**src/rtl/loom_init_dpi_pkg.sv**
```systemverilog
// Shared types and default widths for the boot-time DPI init-call sequencer.
package loom_init_dpi_pkg;

   localparam int unsigned DefNumCalls      = 2;
   localparam int unsigned DefFuncIdWidth   = 8;
   localparam int unsigned DefArgWidth      = 32;
   localparam int unsigned DefRetWidth      = 32;
   localparam int unsigned DefTimeoutCycles = 1024;

   typedef enum logic [2:0] {
      StIdle,
      StIssue,
      StWait,
      StInject,
      StAdvance,
      StDone,
      StError
   } state_e;

   typedef struct packed {
      logic [DefFuncIdWidth-1:0] func_id;
      logic [DefArgWidth-1:0]    arg;
   } call_slot_t;

   // Index width never collapses to zero bits, even for a single slot.
   function automatic int unsigned idx_width(input int unsigned n);
      return (n > 1) ? $clog2(n) : 1;
   endfunction

endpackage

```
**src/rtl/loom_init_dpi_seq_if.sv**
```systemverilog
// Request/response handshake between the init sequencer (master) and the host DPI bridge (slave).
interface loom_init_dpi_seq_if
   import loom_init_dpi_pkg::*;
#(
   parameter int unsigned FuncIdWidth = DefFuncIdWidth,
   parameter int unsigned ArgWidth    = DefArgWidth,
   parameter int unsigned RetWidth    = DefRetWidth
);

   logic                   req_valid_o;
   logic                   req_ready_i;
   logic [FuncIdWidth-1:0] req_func_id_o;
   logic [ArgWidth-1:0]    req_arg_o;
   logic                   rsp_valid_i;
   logic [RetWidth-1:0]    rsp_data_i;
   logic                   rsp_ready_o;

   modport master (
      output req_valid_o,
      output req_func_id_o,
      output req_arg_o,
      output rsp_ready_o,
      input  req_ready_i,
      input  rsp_valid_i,
      input  rsp_data_i
   );

   modport slave (
      input  req_valid_o,
      input  req_func_id_o,
      input  req_arg_o,
      input  rsp_ready_o,
      output req_ready_i,
      output rsp_valid_i,
      output rsp_data_i
   );

endinterface

```
**src/rtl/loom_init_dpi_seq.sv**
```systemverilog
// Issues init-phase DPI calls one at a time, injects returned values, then releases the DUT reset.
// Define LOOM_INIT_DPI_TIMEOUT_EN to enable the per-call WAIT timeout and the ERROR state.
module loom_init_dpi_seq
   import loom_init_dpi_pkg::*;
#(
   parameter int unsigned       NumCalls      = DefNumCalls,
   parameter int unsigned       FuncIdWidth   = DefFuncIdWidth,
   parameter int unsigned       ArgWidth      = DefArgWidth,
   parameter int unsigned       RetWidth      = DefRetWidth,
   parameter logic [NumCalls-1:0] VoidMask    = 2'b01,
   parameter int unsigned       TimeoutCycles = DefTimeoutCycles,
   localparam int unsigned      IdxWidth      = idx_width(NumCalls)
) (
   input  logic                            clk_i,
   input  logic                            rst_ni,
   input  logic                            start_i,
   input  logic [NumCalls*FuncIdWidth-1:0] slot_func_id_i,
   input  logic [NumCalls*ArgWidth-1:0]    slot_arg_i,
   loom_init_dpi_seq_if.master             bus,
   output logic                            inj_valid_o,
   output logic [IdxWidth-1:0]             inj_idx_o,
   output logic [RetWidth-1:0]             inj_data_o,
   output logic                            dut_rst_no,
   output logic                            busy_o,
   output logic                            done_o,
   output logic                            error_o,
   output logic [IdxWidth-1:0]             err_idx_o
);

   state_e              state_q, state_d;
   logic [IdxWidth-1:0] idx_q, idx_d;
   logic [IdxWidth-1:0] inj_idx_q, inj_idx_d;
   logic [RetWidth-1:0] inj_data_q, inj_data_d;

   logic                is_last;
   logic                slot_is_void;

   assign is_last      = (idx_q == IdxWidth'(NumCalls - 1));
   assign slot_is_void = VoidMask[idx_q];

`ifdef LOOM_INIT_DPI_TIMEOUT_EN
   localparam int unsigned CntWidth = $clog2(TimeoutCycles + 1);

   logic [CntWidth-1:0] cnt_q;
   logic                cnt_clr;
   logic                cnt_inc;
   logic                cnt_at_limit;

   // One more silent WAIT cycle at this count reaches the limit.
   assign cnt_at_limit = (cnt_q == CntWidth'(TimeoutCycles - 1));

   always_ff @(posedge clk_i) begin
      if (!rst_ni) begin
         cnt_q <= '0;
      end else if (cnt_clr) begin
         cnt_q <= '0;
      end else if (cnt_inc) begin
         cnt_q <= cnt_q + 1'b1;
      end
   end
`endif

   always_ff @(posedge clk_i) begin
      if (!rst_ni) begin
         state_q    <= StIdle;
         idx_q      <= '0;
         inj_idx_q  <= '0;
         inj_data_q <= '0;
      end else begin
         state_q    <= state_d;
         idx_q      <= idx_d;
         inj_idx_q  <= inj_idx_d;
         inj_data_q <= inj_data_d;
      end
   end

   always_comb begin
      state_d    = state_q;
      idx_d      = idx_q;
      inj_idx_d  = inj_idx_q;
      inj_data_d = inj_data_q;
`ifdef LOOM_INIT_DPI_TIMEOUT_EN
      cnt_clr    = 1'b0;
      cnt_inc    = 1'b0;
`endif
      unique case (state_q)
         StIdle: begin
            if (start_i) begin
               state_d = StIssue;
               idx_d   = '0;
            end
         end
         StIssue: begin
            if (bus.req_ready_i) begin
               state_d = StWait;
`ifdef LOOM_INIT_DPI_TIMEOUT_EN
               cnt_clr = 1'b1;
`endif
            end
         end
         StWait: begin
            if (bus.rsp_valid_i) begin
               if (slot_is_void) begin
                  state_d = StAdvance;
               end else begin
                  // Load only for injecting slots so the inject outputs hold otherwise.
                  state_d    = StInject;
                  inj_idx_d  = idx_q;
                  inj_data_d = bus.rsp_data_i;
               end
`ifdef LOOM_INIT_DPI_TIMEOUT_EN
            end else if (cnt_at_limit) begin
               state_d = StError;
            end else begin
               cnt_inc = 1'b1;
`endif
            end
         end
         StInject: begin
            state_d = StAdvance;
         end
         StAdvance: begin
            if (is_last) begin
               state_d = StDone;
            end else begin
               state_d = StIssue;
               idx_d   = idx_q + 1'b1;
            end
         end
         StDone, StError: begin
            if (start_i) begin
               state_d = StIssue;
               idx_d   = '0;
            end
         end
         default: begin
            state_d = StIdle;
         end
      endcase
   end

   assign bus.req_valid_o   = (state_q == StIssue);
   assign bus.req_func_id_o = bus.req_valid_o ? slot_func_id_i[idx_q*FuncIdWidth +: FuncIdWidth]
                                              : '0;
   assign bus.req_arg_o     = bus.req_valid_o ? slot_arg_i[idx_q*ArgWidth +: ArgWidth] : '0;
   assign bus.rsp_ready_o   = (state_q == StWait);

   assign inj_valid_o = (state_q == StInject);
   assign inj_idx_o   = inj_idx_q;
   assign inj_data_o  = inj_data_q;

   assign busy_o     = (state_q == StIssue) || (state_q == StWait) ||
                       (state_q == StInject) || (state_q == StAdvance);
   assign done_o     = (state_q == StDone);
   assign dut_rst_no = (state_q == StDone);

`ifdef LOOM_INIT_DPI_TIMEOUT_EN
   assign error_o   = (state_q == StError);
   assign err_idx_o = (state_q == StError) ? idx_q : '0;
`else
   assign error_o   = 1'b0;
   assign err_idx_o = '0;
`endif

endmodule

```
**src/flat_wrapper.sv**
```systemverilog
// flat-port wrapper written by rule: the top's interface ports become plain ports
module loom_init_dpi_seq_flat import loom_init_dpi_pkg::*;
#(
   parameter int unsigned       NumCalls      = DefNumCalls,
   parameter int unsigned       FuncIdWidth   = DefFuncIdWidth,
   parameter int unsigned       ArgWidth      = DefArgWidth,
   parameter int unsigned       RetWidth      = DefRetWidth,
   parameter logic [NumCalls-1:0] VoidMask    = 2'b01,
   parameter int unsigned       TimeoutCycles = DefTimeoutCycles,
   localparam int unsigned      IdxWidth      = idx_width(NumCalls)
)
  (clk_i, rst_ni, start_i, slot_func_id_i, slot_arg_i, inj_valid_o, inj_idx_o, inj_data_o, dut_rst_no, busy_o, done_o, error_o, err_idx_o, bus_req_valid_o, bus_req_func_id_o, bus_req_arg_o, bus_rsp_ready_o, bus_req_ready_i, bus_rsp_valid_i, bus_rsp_data_i);
  loom_init_dpi_seq_if #(.FuncIdWidth(FuncIdWidth), .ArgWidth(ArgWidth), .RetWidth(RetWidth)) bus_i ();
  input  logic clk_i;
  input  logic rst_ni;
  input  logic start_i;
  input  logic [NumCalls*FuncIdWidth-1:0] slot_func_id_i;
  input  logic [NumCalls*ArgWidth-1:0] slot_arg_i;
  output logic inj_valid_o;
  output logic [IdxWidth-1:0] inj_idx_o;
  output logic [RetWidth-1:0] inj_data_o;
  output logic dut_rst_no;
  output logic busy_o;
  output logic done_o;
  output logic error_o;
  output logic [IdxWidth-1:0] err_idx_o;
  output wire logic [$bits(bus_i.req_valid_o)-1:0] bus_req_valid_o;
  output wire logic [$bits(bus_i.req_func_id_o)-1:0] bus_req_func_id_o;
  output wire logic [$bits(bus_i.req_arg_o)-1:0] bus_req_arg_o;
  output wire logic [$bits(bus_i.rsp_ready_o)-1:0] bus_rsp_ready_o;
  input wire logic [$bits(bus_i.req_ready_i)-1:0] bus_req_ready_i;
  input wire logic [$bits(bus_i.rsp_valid_i)-1:0] bus_rsp_valid_i;
  input wire logic [$bits(bus_i.rsp_data_i)-1:0] bus_rsp_data_i;
  assign bus_req_valid_o = bus_i.req_valid_o;
  assign bus_req_func_id_o = bus_i.req_func_id_o;
  assign bus_req_arg_o = bus_i.req_arg_o;
  assign bus_rsp_ready_o = bus_i.rsp_ready_o;
  assign bus_i.req_ready_i = bus_req_ready_i;
  assign bus_i.rsp_valid_i = bus_rsp_valid_i;
  assign bus_i.rsp_data_i = bus_rsp_data_i;
  loom_init_dpi_seq #(.NumCalls(NumCalls), .FuncIdWidth(FuncIdWidth), .ArgWidth(ArgWidth), .RetWidth(RetWidth), .VoidMask(VoidMask), .TimeoutCycles(TimeoutCycles)) u_core (.clk_i(clk_i), .rst_ni(rst_ni), .start_i(start_i), .slot_func_id_i(slot_func_id_i), .slot_arg_i(slot_arg_i), .bus(bus_i), .inj_valid_o(inj_valid_o), .inj_idx_o(inj_idx_o), .inj_data_o(inj_data_o), .dut_rst_no(dut_rst_no), .busy_o(busy_o), .done_o(done_o), .error_o(error_o), .err_idx_o(err_idx_o));
endmodule
```
**config.mk**
```make
export PLATFORM = sky130hd
export DESIGN_NAME = loom_init_dpi_seq_flat
export DESIGN_NICKNAME = d
export VERILOG_FILES = /design/src/rtl/loom_init_dpi_pkg.sv /design/src/rtl/loom_init_dpi_seq_if.sv /design/src/rtl/loom_init_dpi_seq.sv /design/src/flat_wrapper.sv
export SDC_FILE = /design/constraint.sdc
export NUM_CORES = 1
export LEC_CHECK = 0
export CAP_MARGIN = 30
export CORE_MARGIN = 5
export CORE_UTILIZATION = 31
export DETAILED_ROUTE_END_ITERATION = 16
export PLACE_DENSITY = 0.82
export SYNTH_ARGS = -nofsm -noshare
export SYNTH_HDL_FRONTEND = slang
export SYNTH_SLANG_ARGS = --single-unit
```
**constraint.sdc**
```tcl
create_clock -name clk_i -period 1.7 [get_ports clk_i]
set_input_delay 0.34 -clock clk_i [delete_from_list [all_inputs] [get_ports clk_i]]
set_output_delay 0.34 -clock clk_i [all_outputs]
set_load 0.01 [all_outputs]
```
== Word-level counts from Yosys, hierarchy flattened ==
Cells that the tools add are included.
Storage, ports and cells
  bits in registers: 37
  bits of input ports: 117
  output and inout bits: 81
Operators by class
  add/subtract/negate cells: 1
  magnitude comparators: 1
  eq/ne operators: 9
  shift operators: 2
  muxes and demuxes: 13
  bitwise operators: 1
  reductions and logical operators: 9
Operators by type and width (count)
  64-bit by 7-bit variable part select with 32-bit output: 1
  32-bit 2-to-1 mux: 1
  16-bit by 5-bit variable part select with 8-bit output: 1
  3-bit 2-to-1 mux: 5
  3-bit case mux with 5 select lines: 1
  3-bit == test, second input constant: 3
  8-bit 2-to-1 mux: 1
  3-bit by 2-bit == test with 1-bit output, second input constant: 2
  3-bit AND reduction: 2
  1-bit 2-to-1 mux: 4
  2-bit by 1-bit != test with 1-bit output, second input constant: 2
  3-bit by 1-bit == test with 1-bit output, second input constant: 1
  3-bit zero test: 1
  1-bit logical OR: 3
  3-bit OR reduction: 1
  1-bit by 2-bit < comparator with 1-bit output, second input constant: 1
  2-bit != test, second input constant: 1
  1-bit case mux with 2 select lines: 1
  2-bit AND reduction: 1
  2-bit nonzero test: 1
  1-bit adder, second input constant: 1
  1-bit NOT: 1

== Longest topological paths before layout ==
Gate-level depths: netlist of the first run.
  depth after elaboration: 5
  depth in mapped cells: 7
  mapped depth without buffers: 5

== Worst setup path after synthesis of the first run ==
Ideal clock, no wire load.
  kind: flip-flop to output port
  from: register u_core.state_q[2]
  to: output port bus_req_arg_o[0]
  data arrival time: 1.222 ns
  data required time: 1.360 ns
  path slack: 0.138 ns
  cell stages (with the launch flop): 6
  path buffers: 3
  cells stage by stage: dfxtp_1 -> buf_6 -> or3_1 -> clkbuf_1 -> buf_2 -> nor2_1
On the way
  longest elaborated chain between the ends: 2
RTL lines
  from (decl): line loom_init_dpi_seq.sv:30  | state_e state_q, state_d;
  from (signal assigned): line loom_init_dpi_seq.sv:65  | state_q <= StIdle;
  from (signal assigned): line loom_init_dpi_seq.sv:70  | state_q <= state_d;
  3-bit by 1-bit == test with 1-bit output: line loom_init_dpi_seq.sv:142  | assign bus.req_valid_o = (state_q == StIssue);
  32-bit 2-to-1 mux: line loom_init_dpi_seq.sv:145  | assign bus.req_arg_o = bus.req_valid_o ? slot_arg_i[idx_q*ArgWidth +: ArgWidth] : '0;
  to (decl): line flat_wrapper.sv:29  | output wire logic [$bits(bus_i.req_arg_o)-1:0] bus_req_arg_o;
Every way passes these cells.

== Worst setup path after layout of the first run ==
  from: register u_core.state_q[0]
  to: output port bus_req_arg_o[17]
Same word-level chain as after synthesis.

==> impl_metrics.csv, run 1 <==
group,metric,value,unit
placed_design,portBuffers,195,
clocking,cts-root-to-sink-buffers,2,
global_route,met3_track_usage_gr,7.392,%
clocking,tritoncts.num_buffers,5,
worst_setup_path,rrSetupSlack,180,ps
timing,worst_clock_skew,4.761,ps
route,detail_route.wirelength,8.567,mm
timing,final_min_period_over_clock_period,108.2,%
synth,syn-cell-area,2132,um2
floorplan,core.rowCount,30,
clocking,hold_buf_count_cts,0,
route,wire_per_inst,15.58,um
timing,worst_slack,-139.2,ps
synth,synth_top_area_share,34.74,%
clocking,cts_sinks,37,
floorplan,dieArea,8636,um2
synth,synth_seq_area_share,34.74,%
global_route,number_of_global_route_vias_before_repair,2534,
global_route,grt_first_pass_wirelength,13.21,mm
worst_setup_path,cp.required,1360,ps
clocking,clock_latency,280,ps
cells_and_area,antenna_cells,0,
synth,synth_edf_count,0,
synth,synth.ff_latch_count,37,
cells_and_area,area_growth,93.31,%
worst_setup_path,worst_r2r_endpoint,"u_core.inj_data_o[4]",
clocking,tritoncts_clock_tree,"yes",
min_path,timing.hold.worst.class,"reg -> reg",
placed_design,cell_count_post_placement,542,
power_and_ir_drop,power.density_cell_area,560.8,nW/um2
worst_setup_path,crit_path_start,"u_core.state_q[0]",
worst_setup_path,worst_flop_to_flop_path_startpoint,"u_core.state_q[2]",
placed_design,gp_routability_congestion,0.9000,
timing,max_clock_freq,0.5437,GHz
worst_setup_path,startpoint_type,"flop",
floorplan,initial_core_util,31.56,%
floorplan,dieWidth,92.93,um
floorplan,ios,198,
placed_design,dpl.hpwl,6.900,mm
cells_and_area,post_layout_nonfiller_instances,550,
clocking,htree_levels,2,
route,route.antenna.remaining_nets,0,
power_and_ir_drop,cellLeakagePower,1.565,nW
route,vias_per_cell,4.704,
worst_setup_path,worstSetupEndpoint,"bus_req_arg_o[17]",
synth,yosys-top-cells-area,"dfxtp_1 35%, mux2i_1 19%, nor2_1 8.1%",
clocking,clock_tree.root_cell,"clkbuf_8",
synth,netlist-cell-type-count,29,
power_and_ir_drop,power,2.312,mW
route,drtIter0Drc,94,
synth,synth_top_cells_by_count,"46 x nor2_1, 40 x mux2i_1, 38 x nand2_1",
worst_setup_path,worst_r2r_path_depth,7,
floorplan,design.core.area,6756,um2
synth,total_of_warnings_raised_by_yosys,0,
route,dr_total_vias,2587,
global_route,gr-total-overflow,0,
clocking,clk_pin_slew,80,ps
synth,asyncSetResetFlopFracSynth,0,%
synth,synth.most_common_cell,"nor2_1",
global_route,grt_max_degree,70,
worst_setup_path,critical_path_peak_fanout,31,
power_and_ir_drop,vdd_ir_max,0.4732,mV
global_route,initial_antenna_violation_count,0,
synth,synth_area_per_cell,7.587,um2
global_route,groute.layer.met1.usage,20.12,%
route,firstDrtPassIters,4,
worst_setup_path,critPathArrivalTime,1500,ps
timing,timing_max_transition_violations_final,0,
clocking,post_cts_setup_buffer_count,0,
synth,gate_count_after_technology_mapping,281,
timing,setup_viol_count_final,41,
synth,ys.flop_type,"dfxtp_1",
run,maxCapViolCount,0,
global_route,grtUsageMet2,34.55,%
status,status,"finished, violations left",
cells_and_area,final_net_count,586,
worst_setup_path,timing.setup.critical_path_class,"reg -> out",
timing,report.final.hold_viol_count,0,
status,failed_checks,"setup timing",
cells_and_area,post_route_cells_drive_above_1_share,17.66,%
floorplan,chipHeight,92.93,um
timing,final.min_clock_period,1839,ps
global_route,grt_busiest_layer,"met2",
global_route,track_usage,19.11,%
worst_setup_path,setup.worst_path.end_class,"output pin",
timing,setup_repair_after_global_routing_missed_its_margin,"yes",
route,drc_errors,0,
min_path,worstHoldPathCells,2,
synth,yosysTopAreaCell,"dfxtp_1",
worst max-delay path, cell delays in order (launching register included):
cell and delay, ps:
dfxtp_2 330, inv_2 30, or3_4 400, buf_12 180, nor2_1 110, buf_2 150
power breakdown:
group | total (mW) | internal, mW | switching (mW) | leakage (nW)
logic | 0.647 | 0.393 | 0.253 | 1.21
registers | 0.876 | 0.872 | 0.00422 | 0.299
clock network | 0.789 | 0.477 | 0.312 | 0.0574
total | 2.31 | 1.74 | 0.569 | 1.57
how the worst min path moves through the flow:
stage / start / endpoint
CTS: u_core.inj_data_o[28] / u_core.inj_data_o[28]
global route: u_core.inj_data_o[2] / u_core.inj_data_o[2]
floorplan: bus_rsp_data_i[0] / u_core.inj_data_o[0]
finish: u_core.inj_data_o[28] / u_core.inj_data_o[28]
global placement: u_core.inj_data_o[30] / u_core.inj_data_o[30]
detailed placement: u_core.inj_data_o[28] / u_core.inj_data_o[28]
per-stage QoR:
step / instance area (um2) / hold slack (ps) / setup TNS, ps / util (%) / setup WS (ps)
2_1_floorplan: 2136 / 470.4 / 0 / - / 137.9
3_3_place_gp: 4192 / 435.0 / -10720 / 62.04 / -288.5
3_5_place_dp: 4192 / 443.7 / -10950 / 62.04 / -307.9
4_1_cts: 4131 / 455.1 / -5052 / 61.15 / -208.7
5_1_grt: 4121 / 480.1 / -7540 / 61.00 / -220.6
6_report: 4121 / 454.7 / -4191 / 61.00 / -139.2
kinds of logic (layout without fill, tap and decap cells):
kind of cell | Yosys count | after routing | synth area share (%)
buffers and inverters | 35 | 223 | 9.624
xor gates and xnor gates | 1 | 1 | 0.4109
AOI/OAI and AO/OA | 45 | 45 | 11.68
muxes | 40 | 40 | 18.78
DFF | 37 | 37 | 34.74
other | 1 | 2 | 0.1759
and+or+nand+nor | 122 | 122 | 24.59
timing repair:
| item | CTS | global route |
|---|---|---|
| resized for setup | 178 | 14 |
| setup endpoints to repair | 46 | 45 |
| pin swaps | 0 | 1 |
layer usage:
metal | up-vias | routed length [um] | part of all wire [%]
li1 | 1315 | - | -
met1 | 1141 | 3218 | 38
met2 | 117 | 4243 | 50
met3 | 14 | 927 | 11
met4 | 0 | 176 | 2.1
met5 | - | 0 | 0
state kept, by name, indices dropped and copies added (netlist names):
| signal | count |
|---|---|
| u_core.inj_data_o | 32 |
| u_core.idx_q | 1 |
| u_core.state_q | 3 |
| u_core.inj_idx_o | 1 |
cells in the final DEF, fill, tap and decap left out, types with 3 or more instances in the layout:
cell | synthesis | final
nand3_1 | 32 | 32
nor2_2 | 0 | 7
nand2_1 | 38 | 38
mux2i_1 | 40 | 40
buf_2 | 13 | 41
clkbuf_8 | 0 | 6
dfxtp_1 | 37 | 35
buf_4 | 5 | 9
clkdlybuf4s50_1 | 0 | 148
o21ai_1 | 4 | 4
nor2_1 | 46 | 39
buf_12 | 0 | 6
o21ai_0 | 31 | 31
inv_1 | 4 | 3
clkbuf_2 | 1 | 3
area by class of cell:
cell class | instances | area, um2
fillers | 602 | 2635
repair buffers | 210 | 1921
multi-input cells | 210 | 1219
flip-flops and latches | 37 | 743.2
well taps | 80 | 100.1
clock buffers | 6 | 82.58
clock inverters | 2 | 37.54
inverters | 5 | 18.77
Power figures use the tool's default switching activity.
==> inputs of run 2 (changes only) <==
clock period = 2 ns   (was 1.7 ns; I/O delays follow)
==> impl_metrics.csv, run 2 (synthesis gave the netlist of run 1 again) <==
group,metric,value,unit
status,status,"finished, final reports clean",
cells_and_area,post_layout_nonfiller_instances,546,
worst_setup_path,critPathArrivalTime,1570,ps
clocking,hold_buf_count_cts,0,
worst_setup_path,crit_family,"simple AND/OR/NAND/NOR gates",
worst_setup_path,setup.worst_path.end_class,"output pin",
floorplan,design.core.area,6756,um2
cells_and_area,final_cell_mix,"148 x clkdlybuf4s50_1, 43 x nor2_1, 40 x mux2i_1, 40 x buf_2, 38 x nand2_1",
placed_design,cell_count_post_placement,537,
worst_setup_path,slowest_stage,"or3_4",
cells_and_area,final_core_utilization,60.30,%
timing,worst_slack,27.85,ps
cells_and_area,footprint_of_the_multi_input_gates,1209,um2
clocking,cts_sinks,37,
global_route,grt_first_pass_wirelength,12.85,mm
timing,setup_repair_after_global_routing_missed_its_margin,"yes",
clocking,tritoncts.num_buffers,5,
power_and_ir_drop,power,1.804,mW
cells_and_area,fin_area,4074,um2
route,vias_per_cell,4.745,
clocking,tritoncts_clock_tree,"yes",
worst_setup_path,rrSetupSlack,570,ps
run,maxCapViolCount,0,
clocking,clock_latency,280,ps
timing,max_clock_freq,0.5071,GHz
global_route,initial_antenna_violation_count,0,
worst_setup_path,cp_num_buf_inv,3,
placed_design,place_worst_setup_slack,-97.84,ps
worst_setup_path,crit_path_start,"u_core.state_q[0]",
cells_and_area,mostFrequentLayoutCell,"clkdlybuf4s50_1",
route,detail_route.wirelength,8.687,mm
cells_and_area,final-seq-area,743.2,um2
global_route,track_usage,18.65,%
route,drc_errors,0,
route,route.antenna.remaining_nets,0,
floorplan,core.rowCount,30,
floorplan,chipHeight,92.93,um
global_route,grt_max_degree,70,
power_and_ir_drop,power.density_cell_area,442.9,nW/um2
worst_setup_path,timing.setup.critical_path_class,"reg -> out",
floorplan,dieWidth,92.93,um
route,firstDrtPassIters,4,
placed_design,gp_routability_congestion,0.8945,
worst_setup_path,timing.critical_path.cells,"inv_1 -> or3_4 -> clkbuf_16 -> nor2_1 -> buf_2",
floorplan,initial_core_util,31.56,%
placed_design,dpl.hpwl,6.795,mm
timing,worst_clock_skew,4.765,ps
clocking,clk_pin_slew,70,ps
cells_and_area,antenna_cells,0,
cells_and_area,flip_flop_count_of_the_largest_register_all_copies_and_words_added,32,
timing,final_tns_setup,0,ps
timing,final_min_period_over_clock_period,98.61,%
worst_setup_path,worstSetupPathDepth,5,
clocking,cts-root-to-sink-buffers,2,
power_and_ir_drop,vdd_ir_max,0.4596,mV
timing,timing_max_transition_violations_final,0,
floorplan,dieArea,8636,um2
worst_setup_path,worst_flop_to_flop_path_startpoint,"u_core.state_q[2]",
cells_and_area,final_net_count,582,
clocking,htree_levels,2,
route,drtIter0Drc,54,
cells_and_area,fillers,617,
cells_and_area,area_growth,91.08,%
worst_setup_path,cp.required,1600,ps
global_route,gr-total-overflow,0,
placed_design,dpl-instance-area,4129,um2
worst_setup_path,critical_path.max_stage_delay,380,ps
timing,timing.hold.ws,452.8,ps
placed_design,portBuffers,195,
worst_setup_path,startpoint_type,"flop",
worst_setup_path,worst_r2r_path_depth,6,
min_path,worstHoldEndpoint,"u_core.inj_data_o[24]",
power_and_ir_drop,cellLeakagePower,1.554,nW
worst_setup_path,worst_r2r_endpoint,"u_core.inj_data_o[7]",
cells_and_area,post_route_cells_drive_above_1_share,15.02,%
clocking,clock_tree.root_cell,"clkbuf_8",
timing,report.final.hold_viol_count,0,
worst_setup_path,critical_path_peak_fanout,11,
floorplan,ios,198,
min_path,worstHoldStart,"u_core.inj_data_o[24]",
route,dr_total_vias,2591,
timing,setup_viol_count_final,0,
global_route,number_of_global_route_vias_before_repair,2528,
timing,final.min_clock_period,1972,ps
route,wire_per_inst,15.91,um
min_path,timing.hold.worst.class,"reg -> reg",
min_path,worstHoldPathCells,2,
==> run 2: cell types whose count changed in the layout (fill, tap and decap cells not counted), sizes merged <==
cell,previous run,this run
dlygate4sd2,1,5
clkdlybuf4s15,0,1
clkinv,0,2
clkbuf,9,7
bufinv,1,0
buf,58,50
==> run 2: worst reg2reg max path, stage by stage, from the launching register on <==
cell      delay, ps
dfxtp_1         320
buf_4           160
nand2b_4        180
nor3_4          210
buf_12          260
nand3_1         140
o21ai_0          90
==> run 2: power by group <==
group	leakage, nW	internal (mW)	total, mW	switching, mW
logic	1.21	0.338	0.558	0.220
registers	0.299	0.741	0.745	0.00353
clock network	0.0439	0.240	0.502	0.261
total	1.55	1.32	1.80	0.485
==> run 2: cell type report <==
type | count | area share (%)
inverter | 5 | 0.4607
clock inverter | 3 | 0.4300
sequential | 37 | 18.24
clock buffer | 5 | 1.689
multi-input combinational | 210 | 29.67
timing repair buffer | 206 | 47.05
tap | 80 | 2.457
==> run 2: per-layer routing <==
layer / vias up / GRT usage (%) / routed length, um
li1: 1305 / - / -
met1: 1138 / 19.70 / 3222
met2: 130 / 33.59 / 4279
met3: 18 / 7.149 / 935
met4: 0 / 6.471 / 249
met5: - / 0 / 0
==> run 2: worst max-delay path by stage <==
stage | endpoint | slack (ps)
after floorplan | bus_req_arg_o[0] | 380
after global placement | bus_req_arg_o[0] | -30
after detailed placement | bus_req_arg_o[19] | -100
after CTS | bus_req_arg_o[22] | 0.5
after global routing | bus_req_arg_o[20] | -60
final | bus_req_arg_o[20] | 30
==> run 2: timing repair <==
| action | 4_1_cts | 5_1_grt |
|---|---|---|
| buffers inserted | 0 | 0 |
| setup endpoints to repair | 46 | 34 |
| pin swaps | 0 | 1 |
| gates resized for setup | 147 | 31 |
| cloned | 0 | 1 |
